`src/rtl/vec_dmem_ctrl_pkg.sv`:
```
// Shared types and constants for the vector data-memory controller.
// Included first so the array, interface users and top all agree on them.
package vec_mem_pkg;
    localparam int NUM_LANES = 5;
    localparam int DEF_DEPTH = 64;

    typedef enum logic [1:0] {
        IDLE   = 2'd0,
        VSTORE = 2'd1,
        VLOAD  = 2'd2
    } state_e;
endpackage

```
`src/rtl/vec_dmem_ctrl_if.sv`:
```
// Request/response bundle between the core and the vector data memory.
// The core side is the master; the memory controller is the slave.
interface vec_dmem_ctrl_if;
    logic        we;
    logic        vwe;
    logic        vre;
    logic [31:0] a;
    logic [31:0] wd;
    logic [31:0] vwd_0, vwd_1, vwd_2, vwd_3, vwd_4;
    logic [31:0] rd;
    logic [31:0] vrd_0, vrd_1, vrd_2, vrd_3, vrd_4;
    logic        busy;
    logic        done;

    modport master (
        output we, vwe, vre, a, wd,
        output vwd_0, vwd_1, vwd_2, vwd_3, vwd_4,
        input  rd, vrd_0, vrd_1, vrd_2, vrd_3, vrd_4,
        input  busy, done
    );

    modport slave (
        input  we, vwe, vre, a, wd,
        input  vwd_0, vwd_1, vwd_2, vwd_3, vwd_4,
        output rd, vrd_0, vrd_1, vrd_2, vrd_3, vrd_4,
        output busy, done
    );
endinterface

```
`src/rtl/vec_dmem_array.sv`:
```
// Word array: two combinational read ports, one synchronous write port.
// Contents are deliberately not reset.
module vec_dmem_array #(
    parameter int DEPTH = 64,
    parameter int AW    = $clog2(DEPTH)
) (
    input  logic          clk,
    input  logic [AW-1:0] i_raddr_s,
    output logic [31:0]   o_rdata_s,
    input  logic [AW-1:0] i_raddr_l,
    output logic [31:0]   o_rdata_l,
    input  logic          i_we,
    input  logic [AW-1:0] i_waddr,
    input  logic [31:0]   i_wdata
);
    logic [31:0] r_mem [DEPTH];

    always_ff @(posedge clk) begin
        if (i_we) r_mem[i_waddr] <= i_wdata;
    end

    assign o_rdata_s = r_mem[i_raddr_s];
    assign o_rdata_l = r_mem[i_raddr_l];
endmodule

```
`src/rtl/vec_dmem_ctrl.sv`:
```
// Vector data-memory controller: zero-latency scalar access plus
// five-lane vector load/store sequenced one lane per clock.
module vec_dmem_ctrl
    import vec_mem_pkg::*;
#(
    parameter int DEPTH = DEF_DEPTH,
    parameter int LANES = NUM_LANES
) (
    input  logic             clk,
    input  logic             reset,
    vec_dmem_ctrl_if.slave   bus
);
    localparam int AW = $clog2(DEPTH);
    localparam int LW = $clog2(LANES);

    state_e        r_state;
    logic [LW-1:0] r_lane;
    logic [AW-1:0] r_base;
    logic          r_done;
    logic [31:0]   r_buf [LANES];
    logic [31:0]   r_vrd [LANES];

    logic [AW-1:0] w_idx;
    logic [AW-1:0] w_lane_idx;
    logic [31:0]   w_lane_rd;
    logic [31:0]   w_vwd [LANES];
    logic          w_last;
    logic          w_we;
    logic [AW-1:0] w_waddr;
    logic [31:0]   w_wdata;
    logic          w_unused;

    assign w_idx      = bus.a[AW+1:2];
    assign w_unused   = ^{bus.a[31:AW+2], bus.a[1:0]};
    assign w_lane_idx = r_base + AW'(r_lane);
    assign w_last     = (r_lane == LW'(LANES - 1));

    assign w_vwd[0] = bus.vwd_0;
    assign w_vwd[1] = bus.vwd_1;
    assign w_vwd[2] = bus.vwd_2;
    assign w_vwd[3] = bus.vwd_3;
    assign w_vwd[4] = bus.vwd_4;

    // Reset gates the write so an aborted store stops at the reset edge.
    assign w_we = reset &&
                  ((r_state == IDLE && bus.we && !bus.vwe && !bus.vre) ||
                   r_state == VSTORE);
    assign w_waddr = (r_state == VSTORE) ? w_lane_idx : w_idx;
    assign w_wdata = (r_state == VSTORE) ? r_buf[r_lane] : bus.wd;

    vec_dmem_array #(.DEPTH(DEPTH), .AW(AW)) u_array (
        .clk       (clk),
        .i_raddr_s (w_idx),
        .o_rdata_s (bus.rd),
        .i_raddr_l (w_lane_idx),
        .o_rdata_l (w_lane_rd),
        .i_we      (w_we),
        .i_waddr   (w_waddr),
        .i_wdata   (w_wdata)
    );

    always_ff @(posedge clk) begin
        if (!reset) begin
            r_state <= IDLE;
            r_lane  <= '0;
            r_base  <= '0;
            r_done  <= 1'b0;
            for (int k = 0; k < LANES; k++) begin
                r_buf[k] <= '0;
                r_vrd[k] <= '0;
            end
        end else begin
            r_done <= 1'b0;
            unique case (r_state)
                IDLE: begin
                    if (bus.vwe) begin
                        r_state <= VSTORE;
                        r_base  <= w_idx;
                        r_lane  <= '0;
                        for (int k = 0; k < LANES; k++)
                            r_buf[k] <= w_vwd[k];
                    end else if (bus.vre) begin
                        r_state <= VLOAD;
                        r_base  <= w_idx;
                        r_lane  <= '0;
                    end
                end
                VSTORE, VLOAD: begin
                    if (r_state == VLOAD) r_vrd[r_lane] <= w_lane_rd;
                    if (w_last) begin
                        r_state <= IDLE;
                        r_lane  <= '0;
                        r_done  <= 1'b1;
                    end else begin
                        r_lane <= r_lane + 1'b1;
                    end
                end
                default: r_state <= IDLE;
            endcase
        end
    end

    assign bus.busy  = (r_state != IDLE);
    assign bus.done  = r_done;
    assign bus.vrd_0 = r_vrd[0];
    assign bus.vrd_1 = r_vrd[1];
    assign bus.vrd_2 = r_vrd[2];
    assign bus.vrd_3 = r_vrd[3];
    assign bus.vrd_4 = r_vrd[4];
endmodule

```
`src/flat_wrapper.sv`:
```
// flat-port wrapper written by rule: the top's interface ports become plain ports
module vec_dmem_ctrl_flat import vec_mem_pkg::*;
#(
    parameter int DEPTH = DEF_DEPTH,
    parameter int LANES = NUM_LANES
)
  (clk, reset, bus_we, bus_vwe, bus_vre, bus_a, bus_wd, bus_vwd_0, bus_vwd_1, bus_vwd_2, bus_vwd_3, bus_vwd_4, bus_rd, bus_vrd_0, bus_vrd_1, bus_vrd_2, bus_vrd_3, bus_vrd_4, bus_busy, bus_done);
  vec_dmem_ctrl_if bus_i ();
  input  logic clk;
  input  logic reset;
  input wire logic [$bits(bus_i.we)-1:0] bus_we;
  input wire logic [$bits(bus_i.vwe)-1:0] bus_vwe;
  input wire logic [$bits(bus_i.vre)-1:0] bus_vre;
  input wire logic [$bits(bus_i.a)-1:0] bus_a;
  input wire logic [$bits(bus_i.wd)-1:0] bus_wd;
  input wire logic [$bits(bus_i.vwd_0)-1:0] bus_vwd_0;
  input wire logic [$bits(bus_i.vwd_1)-1:0] bus_vwd_1;
  input wire logic [$bits(bus_i.vwd_2)-1:0] bus_vwd_2;
  input wire logic [$bits(bus_i.vwd_3)-1:0] bus_vwd_3;
  input wire logic [$bits(bus_i.vwd_4)-1:0] bus_vwd_4;
  output wire logic [$bits(bus_i.rd)-1:0] bus_rd;
  output wire logic [$bits(bus_i.vrd_0)-1:0] bus_vrd_0;
  output wire logic [$bits(bus_i.vrd_1)-1:0] bus_vrd_1;
  output wire logic [$bits(bus_i.vrd_2)-1:0] bus_vrd_2;
  output wire logic [$bits(bus_i.vrd_3)-1:0] bus_vrd_3;
  output wire logic [$bits(bus_i.vrd_4)-1:0] bus_vrd_4;
  output wire logic [$bits(bus_i.busy)-1:0] bus_busy;
  output wire logic [$bits(bus_i.done)-1:0] bus_done;
  assign bus_i.we = bus_we;
  assign bus_i.vwe = bus_vwe;
  assign bus_i.vre = bus_vre;
  assign bus_i.a = bus_a;
  assign bus_i.wd = bus_wd;
  assign bus_i.vwd_0 = bus_vwd_0;
  assign bus_i.vwd_1 = bus_vwd_1;
  assign bus_i.vwd_2 = bus_vwd_2;
  assign bus_i.vwd_3 = bus_vwd_3;
  assign bus_i.vwd_4 = bus_vwd_4;
  assign bus_rd = bus_i.rd;
  assign bus_vrd_0 = bus_i.vrd_0;
  assign bus_vrd_1 = bus_i.vrd_1;
  assign bus_vrd_2 = bus_i.vrd_2;
  assign bus_vrd_3 = bus_i.vrd_3;
  assign bus_vrd_4 = bus_i.vrd_4;
  assign bus_busy = bus_i.busy;
  assign bus_done = bus_i.done;
  vec_dmem_ctrl #(.DEPTH(DEPTH), .LANES(LANES)) u_core (.clk(clk), .reset(reset), .bus(bus_i));
endmodule
```
`config.mk`:
```
export PLATFORM = sky130hd
export DESIGN_NAME = vec_dmem_ctrl_flat
export DESIGN_NICKNAME = d
export VERILOG_FILES = /design/src/rtl/vec_dmem_ctrl_pkg.sv /design/src/rtl/vec_dmem_ctrl_if.sv /design/src/rtl/vec_dmem_array.sv /design/src/rtl/vec_dmem_ctrl.sv /design/src/flat_wrapper.sv
export SDC_FILE = /design/constraint.sdc
export NUM_CORES = 2
export LEC_CHECK = 0
export BUFFER_PORTS_ARGS = -buffer_cell sky130_fd_sc_hd__buf_2
export CAP_MARGIN = 10
export CORE_MARGIN = 5
export CORE_UTILIZATION = 53
export CTS_CLUSTER_DIAMETER = 200
export DETAILED_ROUTE_END_ITERATION = 7
export PLACE_DENSITY_LB_ADDON = 0.2
export SETUP_SLACK_MARGIN = 0.02
export SKIP_CTS_REPAIR_TIMING = 1
export SLEW_MARGIN = 20
export SYNTH_ARGS = -nofsm -noshare
export SYNTH_HDL_FRONTEND = slang
export SYNTH_SLANG_ARGS = --single-unit
```
`constraint.sdc`:
```
create_clock -name clk -period 5.52 [get_ports clk]
set_input_delay 0.828 -clock clk [delete_from_list [all_inputs] [get_ports clk]]
set_output_delay 0.828 -clock clk [all_outputs]
set_load 0.005 [all_outputs]
```
==> summary.md <==
| Metric | Value |
|---|---|
| Synth async-reset ratio | 0% |
| Post-synthesis sequential area ratio | between 60% and 70% |
| Full die area | 215000 sq um |
| Worst Hold Class | in2reg |
| Total leakage power | 40.0 nW |
| Worst hold stages | 2 |
| Distinct cells, synth | between 50 and 60 |
| Reg clk slew, reported paths | roughly 60 ps |
| Initial Util | a little over half |
| Initial DRC Count | about 8700 |
| Mapped Cells | ~5700 |
| Count of final setup violators | 0 |
| Clk network pwr share | 33.1% |
| Final HPWL DP | 213000 microns |
| Post-DRT Antenna Nets | 0 |
| Syn nets | 5919 |
| Via density | 7.00 |
| CP startpoint kind | flip-flop |
| F_max | 0.202 GHz |
| Int Pwr | 0.0342 W |
| Fin crit share | 89.9% |
| Reg2reg setup slack | about 560 ps |
| Setup crit end | u_core.u_array.r_mem[63][9]$_DFFE_PP_ |
| FF+latch count, synth | 2383 |
| Total of warnings raised by yosys | 0 |
| Vias in the first global route | 64600 |
| Synth top area share | 65.1% |
| Setup_tns | 0 ps |
| RSZ-0062 raised after global routing | false |
| R2R depth | 11 |
| P per Cell Area | 383 nW/um^2 |
| Die height | between 400 and 500 microns |
| Adder-Cell Fraction of Synth Area | less than 1% |
| First-pass GRT wire length | about 470000 microns |
| Final Cell Area | 125000 sq um |
| Xor and xnor area share after synthesis | 0.0321% |
| Die X | about 460 microns |
| Post-Synth Simple-Gate Area | under 10% |
| H-tree levels | 4 |
| Core Region | a little over 200000 sq um |
| CTS tree | done |
| CP endpoint kind | flip-flop |
| WL per Instance | roughly 37 microns |
| Data arrival, critical path | 5490 ps |
| Main synth FF type | edfxtp_1 |
| P_sw | 0.0137 W |
| Slew Limit Headroom | 13.1% |
| Post-synthesis compound-gate area fraction | 3.41% |
| Worst-path maximum fanout | 18 |
| CTS Root Cell | clkbuf_16 |
| Maximum clock path buffer count | 3 |
| Cell Area, Placed | 117000 sq um |
| Final number of hold-violating endpoints | 0 |
| Rows | 166 |
| Kind of critical path | reg2reg |
| Reg2reg start | u_core.r_lane[0]$_SDFFE_PN0P_ |
| DRC | 0 |
| Num CTS Buffers | 240 |
| All-layer global routing usage | between 30% and 40% |
| Number of port buffers | 396 |
| Clk_skew | 39.4 ps |
| Layout cells sized above 1 | 37.3% |
| Top post-synthesis cells by area | edfxtp_1 65%, mux4_2 23%, nand2_1 1.6% |
| Area grow syn2layout | 14.5% |
| Post-synth EDFFs | 2368 |
| Final net count | between 6000 and 7000 |
| Minimum clock period | 4960 ps |
| Sw Share | approximately 29% |
| IO Pins | roughly 420 |
| Clk Latency, worst-skew pair | 890 ps |
| GRT overflow | 0 |
| Mean area per synthesized cell | between 15 and 20 sq um |
| Sequential power share | approximately 45% |
| Mux cell area share after synthesis | 24.8% |
| Initial antenna violation count | 12 |
| RD Place Congestion | 0.875 |
| TritonRoute pass-1 iters | 6 |
| Least-Margin Pin Slew | 1300 ps |
| Maximum number of pins on one net before global-route repair | 129 |
| Via count of the routed design | 64016 |
| Fill count | 14408 |
| Final Slew Violations | 0 |
| VDD IR-drop max | 0.353 mV |
| Worst R2R End | u_core.u_array.r_mem[63][9]$_DFFE_PP_ |
| CP startpoint | u_core.r_lane[0]$_SDFFE_PN0P_ |
| Outcome | complete, no violations |
| Largest family of logic cells by synthesized area | multiplexers |
| Max-cap viol count | 0 |
| Clock Sink Count | 2383 |
| WL final | about 330000 microns |
| Critical Path RT | around 6100 ps |
| Combinational power share | between 20% and 30% |
| Cell area after synthesis | 109000 sq um |
| Area leader, netlist | edfxtp_1 |
[critical path, stage by stage (launching register included)]
cell      delay (ps)
dfxtp_1          580
ha_4             220
fa_4             310
a21oi_1          150
or3_1            490
a211oi_4         530
buf_12           270
buf_4            290
a32oi_1          170
buf_4            280
nor2_4           720
buf_4            540
[per-layer routing]
metal  track usage, %  part of all wire, %  vias up
li1                 -                    -    25296
met1             40.8                   35    33599
met2             48.6                   47     4354
met3             8.52                   12      763
met4             13.2                  5.0        4
met5                0               0.0087        -
[flip-flops by register name (all words and copies together) (netlist names), named ones only]
register              flops
u_core.r_base             6
u_core.r_state            2
u_core.r_lane             3
u_core.u_array.r_mem   2048
u_core.r_buf            160
u_core.bus.done           1
u_core.r_vrd            160
[power groups by stage]
stage | logic, W | clock network (W) | registers, W
finish | 0.0106 | 0.0158 | 0.0214
global route | 0.0112 | 0.0168 | 0.0214
CTS | 0.0106 | 0.0160 | 0.0214
detailed placement | 0.0105 | 0 | 0.0218
global placement | 0.0104 | 0 | 0.0218
floorplan | 0.00639 | 0 | 0.0218
[stage by stage]
step / cells / utilization [%] / power (W) / worst slack [ps] / hold slack (ps)
after floorplan: 5681 / - / 0.0282 / 264 / 462
after global placement: 8694 / 57.3 / 0.0322 / 573 / 495
after detailed placement: 8694 / 57.3 / 0.0323 / 600 / 500
after CTS: 9144 / 61.0 / 0.0480 / 590 / 157
after global routing: 9146 / 61.0 / 0.0494 / 496 / 190
final: 9151 / 61.0 / 0.0479 / 559 / 221
[synthesized netlist by cell type, types with 12 or more instances]
cell,number
buf_4,27
and2_1,169
o221ai_1,94
dfxtp_1,15
edfxtp_1,2368
nor2b_1,17
nor2_1,155
a32oi_1,33
clkbuf_1,215
nand4_1,33
a21oi_1,117
mux2i_1,148
mux4_2,1128
nand2b_1,58
nor3_1,13
o22ai_1,86
mux2_2,16
a22oi_1,84
nand3_1,88
buf_2,169
nand2_1,455
a211oi_1,36
buf_1,34
o221ai_2,12
[layout by cell type, fill, tap and decap left out, drive strengths merged, types with 3 or more instances in the layout]
master / count
a2111oi: 8
a211oi: 37
a21oi: 120
a221oi: 8
a22o: 8
a22oi: 86
a31oi: 10
a32oi: 33
and2: 170
and3: 5
buf: 774
bufinv: 16
clkbuf: 301
clkinv: 114
clkinvlp: 10
dfxtp: 15
diode: 5
edfxtp: 2368
ha: 8
inv: 18
mux2: 16
mux2i: 148
mux4: 1128
nand2: 455
nand2b: 58
nand3: 88
nand4: 33
nor2: 158
nor2b: 17
nor3: 23
nor3b: 3
nor4: 5
o21ai: 6
o221ai: 106
o22ai: 86
or2: 5
[cell families (layout without fill, tap and decap cells)]
group           after synthesis  after routing
xor+xnor                      4              4
other cells                   0              5
compound gates              513            513
flops                      2383           2383
buf+inv                     456           1233
simple gates               1024           1024
mux                        1292           1292
fa+ha+maj                     9              9
[how the worst min path moves through the flow]
stage,startpoint,end,slack (ps)
after floorplan,u_core.r_state[1]$_SDFFE_PN0P_,u_core.r_state[1]$_SDFFE_PN0P_,460
after global placement,u_core.r_state[1]$_SDFFE_PN0P_,u_core.r_state[1]$_SDFFE_PN0P_,500
after detailed placement,u_core.r_state[1]$_SDFFE_PN0P_,u_core.r_state[1]$_SDFFE_PN0P_,500
after CTS,bus_vwd_3[12],u_core.r_buf[3][12]$_SDFFCE_PN0P_,160
after global routing,bus_vwd_2[8],u_core.r_buf[2][8]$_SDFFCE_PN0P_,190
final,bus_vwd_2[8],u_core.r_buf[2][8]$_SDFFCE_PN0P_,220
[final cells by class]
cell class / count / area, sq um / area share (%)
Antenna cell: 5 / 12.5 / 0.0100
Clock buffer: 301 / 6300 / 5.04
Clock inverter: 149 / 1300 / 1.04
Inverter: 9 / 33.8 / 0.0270
Multi-Input combinational cell: 2842 / 36800 / 29.4
Sequential cell: 2383 / 71400 / 57.1
Tap cell: 2688 / 3360 / 2.69
Timing Repair Buffer: 774 / 5820 / 4.66
Power figures use the tool's default switching activity.
